File: src/rtl/l23buf_line_counters.sv
// l23buf_line_counters
// ---------------------------------------------------------------------------
// Pointer and occupancy block for the L2/L3 line buffer. The dual-port BRAM
// is treated as a ring of NUM_LINES lines of up to 2^CHAR_W words each. The
// write-side and read-side FSMs report word/line events through one-cycle
// strobes; this block turns them into BRAM addresses and flow-control flags.
// A line only becomes visible to the reader when it is committed. Aborted or
// oversize lines are dropped without consuming a slot.
//
// Optional feature macro: L23BUF_STATS_EN adds saturating line statistics.
//
// Ports:
//   clk                    clock
//   rst                    synchronous active-high reset
//   wr_char_incr_i         write FSM: word accepted, not last
//   wr_newline_i           write FSM: last word accepted, line good
//   wr_restart_line_i      write FSM: last word accepted, line aborted
//   rd_char_incr_i         read FSM: word consumed, not last
//   rd_newline_i           read FSM: last word of line consumed
//   wr_greenflag_o         at least one free line slot
//   rd_greenflag_o         at least one committed line
//   rd_lastflag_o          rd_addr_o points at last word of current read line
//   wr_addr_o              {wr_line, wr_char} to BRAM port A
//   rd_addr_o              {rd_line, rd_char} to BRAM port B
//   line_count_o           committed, unread lines (0..NUM_LINES)
//   wr_overflow_o          current write line exceeded 2^CHAR_W words
//   stat_lines_committed_o (L23BUF_STATS_EN) successful commits, saturating
//   stat_lines_dropped_o   (L23BUF_STATS_EN) dropped lines, saturating
// ---------------------------------------------------------------------------
module l23buf_line_counters #(
    parameter int LINE_W = 3,
    parameter int CHAR_W = 8
) (
    input  logic                     clk,
    input  logic                     rst,
    input  logic                     wr_char_incr_i,
    input  logic                     wr_newline_i,
    input  logic                     wr_restart_line_i,
    input  logic                     rd_char_incr_i,
    input  logic                     rd_newline_i,
    output logic                     wr_greenflag_o,
    output logic                     rd_greenflag_o,
    output logic                     rd_lastflag_o,
    output logic [LINE_W+CHAR_W-1:0] wr_addr_o,
    output logic [LINE_W+CHAR_W-1:0] rd_addr_o,
    output logic [LINE_W:0]          line_count_o,
    output logic                     wr_overflow_o
`ifdef L23BUF_STATS_EN
    ,
    output logic [15:0]              stat_lines_committed_o,
    output logic [15:0]              stat_lines_dropped_o
`endif
);

    localparam int                 NUM_LINES  = 2 ** LINE_W;
    localparam logic [CHAR_W-1:0]  CHAR_MAX   = {CHAR_W{1'b1}};
    localparam logic [LINE_W:0]    COUNT_FULL = (LINE_W + 1)'(NUM_LINES);
    localparam logic [LINE_W:0]    COUNT_ZERO = {(LINE_W + 1){1'b0}};

    logic [LINE_W-1:0] wr_line_q, wr_line_d;
    logic [CHAR_W-1:0] wr_char_q, wr_char_d;
    logic [LINE_W-1:0] rd_line_q, rd_line_d;
    logic [CHAR_W-1:0] rd_char_q, rd_char_d;
    logic [LINE_W:0]   line_count_q, line_count_d;
    logic              wr_overflow_q, wr_overflow_d;
    // Index of the last word of each committed line.
    logic [CHAR_W-1:0] len_q [NUM_LINES];
    logic [CHAR_W-1:0] len_d [NUM_LINES];

    logic full_s;
    logic rd_valid_s;
    logic commit_s;
    logic drop_s;
    logic rd_dec_s;

`ifdef L23BUF_STATS_EN
    logic [15:0] stat_committed_q, stat_committed_d;
    logic [15:0] stat_dropped_q, stat_dropped_d;
`endif

    // Event qualification shared by the next-state logic.
    always_comb begin
        full_s     = (line_count_q == COUNT_FULL);
        rd_valid_s = (line_count_q != COUNT_ZERO);
        // A newline on a full ring cannot legally happen; it is ignored.
        commit_s   = wr_newline_i && !wr_overflow_q && !full_s;
        // An oversize line that reaches its last word is dropped like an abort.
        drop_s     = wr_restart_line_i || (wr_newline_i && wr_overflow_q);
        // Reads with nothing committed are protocol errors and do nothing.
        rd_dec_s   = rd_newline_i && rd_valid_s;
    end

    // Write-side pointer, overflow and line-length next state.
    always_comb begin
        wr_line_d     = wr_line_q;
        wr_char_d     = wr_char_q;
        wr_overflow_d = wr_overflow_q;
        len_d         = len_q;
        if (wr_char_incr_i) begin
            if (wr_char_q != CHAR_MAX) begin
                wr_char_d = wr_char_q + CHAR_W'(1);
            end else begin
                // Hold at the last address; further words overwrite it.
                wr_overflow_d = 1'b1;
            end
        end else if (commit_s) begin
            len_d[wr_line_q] = wr_char_q;
            wr_line_d        = wr_line_q + LINE_W'(1);
            wr_char_d        = {CHAR_W{1'b0}};
        end else if (drop_s) begin
            wr_char_d     = {CHAR_W{1'b0}};
            wr_overflow_d = 1'b0;
        end else begin
            wr_line_d = wr_line_q;
        end
    end

    // Read-side pointer next state.
    always_comb begin
        rd_line_d = rd_line_q;
        rd_char_d = rd_char_q;
        if (rd_dec_s) begin
            rd_line_d = rd_line_q + LINE_W'(1);
            rd_char_d = {CHAR_W{1'b0}};
        end else if (rd_char_incr_i && rd_valid_s) begin
            rd_char_d = rd_char_q + CHAR_W'(1);
        end else begin
            rd_char_d = rd_char_q;
        end
    end

    // Occupancy next state; simultaneous commit and read-out cancel.
    always_comb begin
        line_count_d = line_count_q;
        case ({commit_s, rd_dec_s})
            2'b10:   line_count_d = line_count_q + (LINE_W + 1)'(1);
            2'b01:   line_count_d = line_count_q - (LINE_W + 1)'(1);
            default: line_count_d = line_count_q;
        endcase
    end

`ifdef L23BUF_STATS_EN
    // Saturating line statistics.
    always_comb begin
        stat_committed_d = stat_committed_q;
        stat_dropped_d   = stat_dropped_q;
        if (commit_s && (stat_committed_q != 16'hFFFF)) begin
            stat_committed_d = stat_committed_q + 16'd1;
        end else begin
            stat_committed_d = stat_committed_q;
        end
        if (drop_s && (stat_dropped_q != 16'hFFFF)) begin
            stat_dropped_d = stat_dropped_q + 16'd1;
        end else begin
            stat_dropped_d = stat_dropped_q;
        end
    end

    // Statistics registers.
    always_ff @(posedge clk) begin
        if (rst) begin
            stat_committed_q <= 16'd0;
            stat_dropped_q   <= 16'd0;
        end else begin
            stat_committed_q <= stat_committed_d;
            stat_dropped_q   <= stat_dropped_d;
        end
    end

    assign stat_lines_committed_o = stat_committed_q;
    assign stat_lines_dropped_o   = stat_dropped_q;
`endif

    // State registers; reset discards any partial line.
    always_ff @(posedge clk) begin
        if (rst) begin
            wr_line_q     <= {LINE_W{1'b0}};
            wr_char_q     <= {CHAR_W{1'b0}};
            rd_line_q     <= {LINE_W{1'b0}};
            rd_char_q     <= {CHAR_W{1'b0}};
            line_count_q  <= COUNT_ZERO;
            wr_overflow_q <= 1'b0;
            for (int i = 0; i < NUM_LINES; i++) begin
                len_q[i] <= {CHAR_W{1'b0}};
            end
        end else begin
            wr_line_q     <= wr_line_d;
            wr_char_q     <= wr_char_d;
            rd_line_q     <= rd_line_d;
            rd_char_q     <= rd_char_d;
            line_count_q  <= line_count_d;
            wr_overflow_q <= wr_overflow_d;
            for (int i = 0; i < NUM_LINES; i++) begin
                len_q[i] <= len_d[i];
            end
        end
    end

    assign wr_greenflag_o = (line_count_q != COUNT_FULL);
    assign rd_greenflag_o = (line_count_q != COUNT_ZERO);
    assign rd_lastflag_o  = (rd_char_q == len_q[rd_line_q]);
    assign wr_addr_o      = {wr_line_q, wr_char_q};
    assign rd_addr_o      = {rd_line_q, rd_char_q};
    assign line_count_o   = line_count_q;
    assign wr_overflow_o  = wr_overflow_q;

endmodule
File: config.mk
export PLATFORM = sky130hd
export DESIGN_NAME = l23buf_line_counters
export DESIGN_NICKNAME = d
export VERILOG_FILES = /design/src/rtl/l23buf_line_counters.sv
export SDC_FILE = /design/constraint.sdc
export NUM_CORES = 1
export LEC_CHECK = 0
export CORE_UTILIZATION = 52
export CTS_CLUSTER_SIZE = 12
export DETAILED_ROUTE_END_ITERATION = 10
export HOLD_SLACK_MARGIN = 0.08
export PLACE_DENSITY = 0.84
export SYNTH_ARGS = -nofsm -noshare
export SYNTH_HDL_FRONTEND = slang
export SYNTH_SLANG_ARGS = --single-unit
File: constraint.sdc
create_clock -name clk -period 2.5 [get_ports clk]
set_clock_uncertainty 0.15 [all_clocks]
set_input_delay 0.25 -clock clk [delete_from_list [all_inputs] [get_ports clk]]
set_output_delay 0.25 -clock clk [all_outputs]
set_load 0.02 [all_outputs]
After elaboration in Yosys (flattened, before gate mapping)

Index checks and enable logic that the tools add are counted.

Bits in registers: 91
Input bits: 7
Output and inout port bits: 30

Add/subtract/negate cells: 6
Magnitude comparators: 3
Equality and inequality tests: 9
Multiplexer cells: 15
Bitwise gates (word level): 3
Reduce and logical (&&, ||, !) cells: 17

Operators by type and width:

| kind                                                | number |
|---|---|
| bitwise mux 64 bit                                  | 1 |
| two-way mux 8 bit                                   | 7 |
| binary-select mux 8 bit (select 3 bit)              | 1 |
| demux 8 bit (select 3 bit)                          | 1 |
| adder 8 x 1 -> 8 bit (second input constant)        | 2 |
| == test 8 bit                                       | 1 |
| >= comparator 4 bit (second input constant)         | 2 |
| inequality test 8 bit (second input constant)       | 1 |
| NOT 3 -> 4 bit                                      | 2 |
| case mux 4 bit (2 select lines)                     | 1 |
| adder 3 x 1 -> 3 bit (second input constant)        | 2 |
| logical AND 1 bit                                   | 6 |
| adder 4 x 1 -> 4 bit (second input constant)        | 1 |
| == test 4 bit (second input constant)               | 1 |
| < comparator 4 x 1 -> 1 bit (second input constant) | 1 |
| two-way mux 1 bit                                   | 4 |
| inequality test 2 bit (second input constant)       | 2 |
| inequality test 4 bit (second input constant)       | 1 |
| AND reduction 2 bit                                 | 2 |
| nonzero test 2 bit                                  | 2 |
| nonzero test 4 bit                                  | 1 |
| subtractor 4 x 1 -> 4 bit (second input constant)   | 1 |
| AND reduction 3 bit                                 | 1 |
| nonzero test 3 bit                                  | 1 |
| 7 further kinds                                     | 8 |

Longest topological paths before layout

Gate-level depths: netlist of the first run.

Word-level depth: 6
Gate-level depth with buffers: 11
Gate-level depth less buffers: 10

Worst setup path before layout of the first run

No wires, ideal clock.

Path type: reg2reg
From: register line_count_q[1] (netlist: line_count_o[1])
To: register line_count_q[3] (netlist: line_count_o[3])
Library setup time: 0.070 ns
Arrival time: 2.391 ns
Path slack: -0.112 ns
Stages on the path, launching flop included: 11
Buffers on the path: 1
Period minus slack after synthesis: 2.612 ns
Cell sequence: dfxtp_1 > buf_4 > nor4b_4 > inv_2 > nand2b_1 > ha_1 > nor3b_1 > o21ai_0 > mux2_1 > or3_1 > a21oi_1

Cells in the longest elaborated chain, start to end: 5
Elaborated cells on any way between the ends: 11
Those cells by class: add/sub: 2; eq/ne: 3; mux: 1; reduce/logical: 5

Ends and longest elaborated chain:

| what                                                                         | RTL line | RTL |
|---|---|---|
| from (decl)                                                                  | 64       | `logic [LINE_W:0] line_count_q, line_count_d;` |
| from (signal assigned)                                                       | 191      | `line_count_q <= line_count_d;` |
| == test 4 bit                                                                | 83       | `full_s = (line_count_q == COUNT_FULL);` |
| logical NOT 1 bit                                                            | 86       | `commit_s = wr_newline_i && !wr_overflow_q && !full_s;` |
| logical AND 1 bit                                                            | 86       |  |
| == test 2 x 1 -> 1 bit / == test 2 bit (equally long branches)               | 135      | `case ({commit_s, rd_dec_s})` |
| case mux 4 bit (2 select lines) / nonzero test 2 bit (equally long branches) | --       |  |

Parallel ways exist; a longest one is shown, timed or not.
A chain may end at the register's enable or synchronous reset.

Worst setup path after layout of the first run

From: register rd_line_q[1]
To: output rd_lastflag_o

Cells in the longest elaborated chain, start to end: 5

Ends and longest elaborated chain:

| what                                                  | RTL line | RTL |
|---|---|---|
| from (decl)                                           | 62       | `logic [LINE_W-1:0] rd_line_q, rd_line_d;` |
| from (signal assigned)                                | 179      | `rd_line_q <= {LINE_W{1'b0}};` |
| from (signal assigned)                                | 189      | `rd_line_q <= rd_line_d;` |
| NOT 3 -> 4 bit (not written as such)                  | 201      | `assign rd_lastflag_o = (rd_char_q == len_q[rd_line_q]);` |
| binary-select mux 8 bit (select 3 bit)                | 201      |  |
| two-way mux 8 bit (not written as such) (2 in series) | 201      |  |
| == test 8 bit                                         | 201      |  |
| to (decl)                                             | 43       | `output logic rd_lastflag_o,` |

No other way between the ends. The select of a mux whose other input is x is not followed.

==> impl_results.rst, run 1 <==
.. list-table::
   :header-rows: 1

   * - Metric
     - Value
   * - Reg area
     - 0.001838 mm^2
   * - Hold WC Path Type
     - reg2reg
   * - Horizontal die dimension
     - 93.43 um
   * - RSZ-0062 raised after global routing
     - yes
   * - DRT antenna net count
     - 0
   * - # setup viols final
     - 1
   * - Root buffer cell
     - sky130_fd_sc_hd__clkbuf_8
   * - Type of the setup path with the least slack
     - reg2out
   * - Largest vdd supply drop
     - 0.3325 mV
   * - Cell area after technology mapping
     - 0.004347 mm^2
   * - Buffer depth of the longest clock path
     - 2
   * - Static leakage power
     - 2.062 nW
   * - Maximum single-stage delay on the critical path
     - 0.39 ns
   * - Vias in the first global route
     - 3735
   * - Startpoint types
     - register
   * - Worst slew margin
     - 54.05%
   * - Critical-path maximum fanout
     - 8
   * - Fin cells
     - 641
   * - Count of flip-flops with a built-in enable after synthesis
     - 0
   * - Detailed Route Iter0 Violations
     - 329
   * - Synth Net Count
     - 496
   * - Die footprint
     - 0.008728 mm^2
   * - Portion of total power attributed to combinational logic
     - 33.2%
   * - H-tree level count
     - 3
   * - Max capacitance violation total
     - 0
   * - Share of total power in sequential cells
     - 43.8%
   * - Proportion of synthesized chip area in sequential cells
     - 41.91%
   * - TritonCTS clock tree
     - built
   * - Sw power
     - 1.235 mW
   * - Number of instances in the synthesized netlist
     - 483
   * - Mean Syn Cell Area
     - 8.999 um^2
   * - Switching part of the total
     - 33.35%
   * - Hold Vio Cnt, Final
     - 0
   * - Worst-Skew Late Latency
     - 0.36 ns
   * - Internal power
     - 2.468 mW
   * - Detailed-route wire length per cell
     - 17.79 um
   * - Count of synthesis-stage warnings from yosys
     - 0
   * - Predominant post-synthesis flop cell
     - sky130_fd_sc_hd__dfxtp_1
   * - I/O Pins
     - 37
   * - Multi-input gate area
     - 0.002435 mm^2
   * - Antenna violations before repair
     - 0
   * - Final antenna diode count
     - 0
   * - Gp weighted congestion
     - 0.9144
   * - TritonCTS buffer count
     - 9
   * - Number of fillers in the final layout
     - 618
   * - Most frequent cells after synthesis
     - 91 x sky130_fd_sc_hd__dfxtp_1, 70 x sky130_fd_sc_hd__mux2i_1, 62 x sky130_fd_sc_hd__nor2_1, 48 x sky130_fd_sc_hd__nand2_1, 36 x sky130_fd_sc_hd__a21oi_1
   * - Effective utilization at floorplan
     - 55.11%
   * - Placed instance count
     - 620
   * - Most frequent cell after synthesis
     - sky130_fd_sc_hd__dfxtp_1
   * - Period minus WS final
     - 2.639 ns
   * - Kind of end point of the critical path
     - primary output
   * - HPWL after detailed placement
     - 8.101 mm
   * - Capturing point of the worst reg2reg path
     - line_count_o[2]
   * - Critical-path cell list
     - buf_12 > mux2i_2 > a22oi_2 > a31o_2 > a222oi_1 > and4_1 > buf_6
   * - Start point of the worst min-delay path
     - len_q[26]
   * - Row count
     - 32
   * - Dominant cells by area after synthesis
     - sky130_fd_sc_hd__dfxtp_1 42%, sky130_fd_sc_hd__mux2i_1 16%, sky130_fd_sc_hd__nor2_1 5.4%, sky130_fd_sc_hd__a21oi_1 4.1%, sky130_fd_sc_hd__nand2_1 4.1%
   * - Register bit total from synthesis
     - 91
   * - Die span in y
     - 93.43 um
   * - End of the worst hold path
     - len_q[26]
   * - Clock Sink Count
     - 91
   * - Async set or reset register ratio after synthesis
     - 0%
   * - Area Overhead vs Synth
     - 20.96%
   * - R2R setup slack
     - 0.10 ns
   * - Input/output buffers
     - 36
   * - Worst Setup Slack, final
     - -0.1388 ns
   * - Slew of the pin with the lowest slew margin
     - 0.6804 ns
   * - Number of nets in the finished design
     - 548
   * - Clock-pin slew on the worst setup and hold paths
     - 0.09 ns
   * - Violated checks
     - setup timing
   * - Remaining global-route overflow
     - 0
   * - Detailed-router iteration count before antenna repair
     - 6
   * - Critical-path top delay cell
     - sky130_fd_sc_hd__dfxtp_4
   * - Critical path arrival
     - 2.24 ns
   * - Number of library cell types mapped by synthesis
     - 51
   * - Via count
     - 3860
   * - Smallest hold slack
     - 0.3196 ns
   * - Final worst-path cycle share
     - 105.6%
   * - Routed vias/inst
     - 6.022
   * - Highest attainable clock frequency
     - 379.0 MHz
   * - Global-route wire length before repair
     - 18.80 mm
   * - Final-layout setup total negative slack
     - -0.1388 ns
   * - Total routing resource utilization after global routing
     - 28.04%
   * - Min-Delay Path Depth
     - 2
   * - Cell depth of the worst flop-to-flop path
     - 9
   * - Fraction of layout instances using a drive strength above 1
     - 16.14%
   * - Source of the critical timing path
     - rd_line_q[1]
   * - Count of unresolved DRC violations after routing
     - 0
   * - Pin count of the biggest net entering global routing
     - 38
   * - Startpoint of the worst register-to-register path
     - line_count_o[2]
   * - Portion of total power attributed to the clock network
     - 22.9%
   * - Final Max Tran Viols
     - 0
   * - Pwr dens
     - 704.1 mW/mm^2
   * - Area of the core
     - 0.007888 mm^2
   * - Area share of the largest cell type after synthesis
     - 41.91%
   * - Largest area contributor in the synthesized netlist
     - sky130_fd_sc_hd__dfxtp_1
   * - Outcome
     - finished, violations left
   * - Data required time of the critical path
     - 2.10 ns
   * - Wire length reported by the detailed router
     - 11.40 mm
[per-layer routing]
metal / part of all wire, % / up-vias / global-route usage [%]
li1: - / 1810 / -
met1: 43 / 1864 / 35.85
met2: 48 / 164 / 46.75
met3: 7.4 / 22 / 7.073
met4: 1.6 / 0 / 7.821
met5: 0 / - / 0
[critical path, delay by kind of cell, from the launching register on]
kind	cells	cell delay [ns]
compound gates	3	0.70
buf+inv	2	0.27
flops	1	0.39
mux	1	0.24
simple gates	1	0.28
[final cells by class]
type | instances | share of cell area, %
clock buffer | 10 | 2.427
clock inverter | 5 | 0.5950
inverter | 4 | 0.2856
multi-input combinational | 353 | 46.31
sequential | 91 | 34.96
tap | 102 | 2.427
timing repair buffer | 76 | 12.99
[worst max path at each step]
stage	endpoint	slack, ns
2_1_floorplan	line_count_o[2]	-0.02
3_3_place_gp	rd_lastflag_o	-0.15
3_5_place_dp	rd_lastflag_o	-0.22
4_1_cts	rd_lastflag_o	-0.07
5_1_grt	rd_lastflag_o	-0.30
6_report	rd_lastflag_o	-0.14
[state kept, by name, indices dropped and copies added, names as in the netlist]
name	count
line_count_o	4
len_q	64
rd_line_q	3
wr_overflow_o	1
rd_char_q	8
wr_char_q	8
wr_line_q	3
[timing repair]
| item | 4_1_cts | 5_1_grt |
|---|---|---|
| setup endpoints to repair | 1 | 3 |
| hold buffers | 1 | 0 |
| hold endpoints to repair | 5 | 0 |
| resized for setup | 12 | 14 |
| pin swaps | 6 | 4 |
| buffers inserted | 3 | 2 |
[logic make-up after synthesis]
| kind of cell | share of synthesized area (%) |
|---|---|
| and+or+nand+nor | 20.67 |
| buffers and inverters | 3.684 |
| AOI/OAI and AO/OA | 11.17 |
| DFF | 41.91 |
| xor gates and xnor gates | 3.426 |
| muxes | 17.41 |
| adders and majority gates | 1.727 |
[metrics by stage]
step / utilization, % / setup WS [ns] / power [mW] / cell area, um^2
2_1_floorplan: - / -0.02276 / 2.327 / 4370
3_3_place_gp: 62.94 / -0.1493 / 2.698 / 4965
3_5_place_dp: 62.94 / -0.2196 / 2.745 / 4965
4_1_cts: 65.63 / -0.06814 / 3.608 / 5176
5_1_grt: 66.66 / -0.3017 / 3.880 / 5258
6_report: 66.66 / -0.1388 / 3.702 / 5258
[power by group through the flow]
stage	clock, mW	sequential, mW	combinational (mW)
after floorplan	0	1.65	0.681
after global placement	0	1.63	1.07
after detailed placement	0	1.64	1.10
after CTS	0.859	1.61	1.14
after global routing	0.921	1.63	1.33
final	0.849	1.62	1.23
[cells in the final DEF, fill, tap and decap left out, drive strengths merged, types with 2 or more instances in the layout]
cell and count:
nand2 48, nor2b 5, mux4 2, a21oi 36
ha 6, and4 3, o31ai 5, nor2 62
a31o 4, nand3 35, clkdlybuf4s50 34, and3 4
or3 3, dfxtp 91, nor4 2, xor2 14
o21ai 6, inv 4, nand4 7, clkbuf 10
o21bai 2, buf 41, mux2i 70, xnor2 3
o41ai 2, nand2b 5, a22oi 11, clkinv 4
or4 3
Power figures use the tool's default switching activity.
==> inputs of run 2 (changes only) <==
CORE_UTILIZATION = 50   (was 52)
PLACE_DENSITY = 0.81   (was 0.84)
==> run 2 against run 1 <==
  * The flow still finishes with violations (setup timing)
  * Count of clock-buffer cells in the layout is 1 higher
  * Utilization is 2.0 points lower
  * Sequential cell count stayed put
  * Combinational power hardly changed
  * Routed wire length is 0.44% higher
  * Largest power group unchanged
==> impl_results.rst, run 2 (same netlist as run 1, synthesis figures left out) <==
.. list-table::
   :header-rows: 1

   * - Metric
     - Value
   * - Outcome
     - finished, violations left (unchanged)
   * - Violated checks
     - setup timing (unchanged)
   * - Largest vdd supply drop
     - 0.4211 mV (was 0.3325 mV)
   * - Count of hold-fix buffers inserted at cts
     - 0 (was 1)
   * - DRT antenna net count
     - 0 (unchanged)
   * - HPWL after detailed placement
     - 7.594 mm (was 8.101 mm)
   * - Gp weighted congestion
     - 0.8588 (was 0.9144)
   * - Count of unresolved DRC violations after routing
     - 0 (unchanged)
   * - TritonCTS clock tree
     - built (unchanged)
   * - # setup viols final
     - 1 (unchanged)
   * - Horizontal die dimension
     - 95.24 um (was 93.43 um)
   * - Most frequent cells in the layout
     - 86 x sky130_fd_sc_hd__dfxtp_1, 66 x sky130_fd_sc_hd__mux2i_1, 61 x sky130_fd_sc_hd__nor2_1, 47 x sky130_fd_sc_hd__nand2_1, 36 x sky130_fd_sc_hd__a21oi_1 (was 86 x sky130_fd_sc_hd__dfxtp_1, 67 x sky130_fd_sc_hd__mux2i_1, 62 x sky130_fd_sc_hd__nor2_1, 48 x sky130_fd_sc_hd__nand2_1, 36 x sky130_fd_sc_hd__buf_4)
   * - Final Max Tran Viols
     - 0 (unchanged)
   * - Final worst-path cycle share
     - 106.8% (was 105.6%)
   * - Utilization after layout
     - 64.65% (was 66.66%)
   * - Clock-pin slew on the worst setup and hold paths
     - 0.10 ns (was 0.09 ns)
   * - Root buffer cell
     - sky130_fd_sc_hd__clkbuf_8 (unchanged)
   * - Vias in the first global route
     - 3555 (was 3735)
   * - Effective utilization at floorplan
     - 52.37% (was 55.11%)
   * - Pwr dens
     - 745.9 mW/mm^2 (was 704.1 mW/mm^2)
   * - Remaining global-route overflow
     - 0 (unchanged)
   * - Buffer depth of the longest clock path
     - 2 (unchanged)
   * - Clock Sink Count
     - 91 (unchanged)
   * - Antenna violations before repair
     - 0 (unchanged)
   * - Die span in y
     - 95.24 um (was 93.43 um)
   * - Most common library cell in the layout ignoring fill and taps
     - sky130_fd_sc_hd__dfxtp_1 (unchanged)
   * - Detailed-router iteration count before antenna repair
     - 5 (was 6)
   * - Highest attainable clock frequency
     - 374.5 MHz (was 379.0 MHz)
   * - Total routing resource utilization after global routing
     - 25.32% (was 28.04%)
   * - Period minus WS final
     - 2.670 ns (was 2.639 ns)
   * - Area of placed instances
     - 0.004986 mm^2 (was 0.004965 mm^2)
   * - Most flops, register
     - len_q (unchanged)
   * - Final antenna diode count
     - 0 (unchanged)
   * - Post-route cell area
     - 0.005365 mm^2 (was 0.005258 mm^2)
   * - Pin count of the biggest net entering global routing
     - 55 (was 38)
   * - Via count
     - 3826 (was 3860)
   * - Total power consumption of the routed design
     - 4.002 mW (was 3.702 mW)
   * - Routed vias/inst
     - 5.941 (was 6.022)
   * - TritonCTS buffer count
     - 9 (unchanged)
   * - Hold Vio Cnt, Final
     - 0 (unchanged)
   * - Data required time of the critical path
     - 2.10 ns (about the same)
   * - Fraction of layout instances using a drive strength above 1
     - 17.07% (was 16.14%)
   * - Type of the setup path with the least slack
     - reg2out (unchanged)
   * - Worst-Skew Late Latency
     - 0.37 ns (was 0.36 ns)
   * - RSZ-0062 raised after global routing
     - yes (unchanged)
   * - Detailed-route wire length per cell
     - 17.78 um (was 17.79 um)
   * - Static leakage power
     - 2.093 nW (was 2.062 nW)
   * - Input/output buffers
     - 36 (unchanged)
   * - Max FFs per register
     - 64 (unchanged)
   * - Worst Setup Slack, final
     - -0.1703 ns (was -0.1388 ns)
   * - Detailed Route Iter0 Violations
     - 296 (was 329)
   * - Slew of the pin with the lowest slew margin
     - 0.6702 ns (was 0.6804 ns)
   * - H-tree level count
     - 3 (unchanged)
   * - Hold WC Path Type
     - in2reg (was reg2reg)
   * - Worst slew margin
     - 55.26% (was 54.05%)
   * - Startpoint types
     - register (unchanged)
   * - Critical path arrival
     - 2.27 ns (was 2.24 ns)
   * - Max capacitance violation total
     - 0 (unchanged)
   * - I/O Pins
     - 37 (unchanged)
   * - Row count
     - 33 (was 32)
   * - Number of nets in the finished design
     - 547 (was 548)
   * - Area of the core
     - 0.008299 mm^2 (was 0.007888 mm^2)
   * - Die footprint
     - 0.009071 mm^2 (was 0.008728 mm^2)
   * - Kind of end point of the critical path
     - primary output (unchanged)
   * - Global-route wire length before repair
     - 17.52 mm (was 18.80 mm)
   * - Wire length reported by the detailed router
     - 11.45 mm (was 11.40 mm)
   * - Largest registers
     - len_q x64, rd_char_q x8, wr_char_q x8 (unchanged)
   * - Critical-path maximum fanout
     - 7 (was 8)
   * - Area Overhead vs Synth
     - 23.43% (was 20.96%)
==> run 2: stage by stage <==
stage	setup TNS (ns)	hold WS, ns	setup WS (ns)	cells
5_1_grt	-0.2313	0.1981	-0.2019	644
3_3_place_gp	-0.1091	0.2975	-0.1091	622
2_1_floorplan	-0.04417	0.2831	-0.02276	483
3_5_place_dp	-0.1854	0.3041	-0.1854	622
6_report	-0.1703	0.1789	-0.1703	644
4_1_cts	-0.1104	0.1832	-0.1104	643
==> run 2: final timing paths <==
check | start | to | slack (ns) | cells past startpoint
max | rd_line_q[1] | rd_lastflag_o | -0.17 | 7
min | rst | wr_line_q[1] | 0.18 | 2
max reg2reg | line_count_o[3] | line_count_o[2] | 0.09 | 9
min reg2reg | len_q[45] | len_q[45] | 0.32 | 2
==> run 2: cell type report <==
cell class	instances	area (um^2)
clock buffers	11	141.4
clock inverters	5	83.83
fillers	635	2934
inverters	4	15.01
multi-input cells	353	2457
flip-flops and latches	91	1833
well taps	105	131.4
repair buffers	75	703.2
==> run 2: power breakdown <==
group	switching, mW	internal, mW	leakage (nW)	total, mW
registers	0.109	1.51	0.737	1.62
logic	0.637	0.624	1.25	1.26
clock network	0.531	0.595	0.106	1.13
==> run 2: critical path, stage by stage, from the launching register on <==
cell	delay, ns
sky130_fd_sc_hd__dfxtp_4	0.39
sky130_fd_sc_hd__buf_12	0.13
sky130_fd_sc_hd__mux2i_1	0.26
sky130_fd_sc_hd__nand2_1	0.12
sky130_fd_sc_hd__a31o_2	0.25
sky130_fd_sc_hd__a222oi_1	0.32
sky130_fd_sc_hd__and4_1	0.29
sky130_fd_sc_hd__buf_6	0.13
==> run 2: routing by layer <==
metal	track usage, %	up-vias	routed length (um)
met4	8.081	0	199
met2	40.77	166	5601
met1	33.71	1840	4802
met5	0	-	0
met3	5.343	20	846
li1	-	1800	-
==> run 2: timing repair <==
action / in CTS / in global routing
buffers inserted: 4 / 2
gates resized for setup: 11 / 17
pin swaps: 10 / 6
setup endpoints to repair: 1 / 3
cloned: 1 / 0
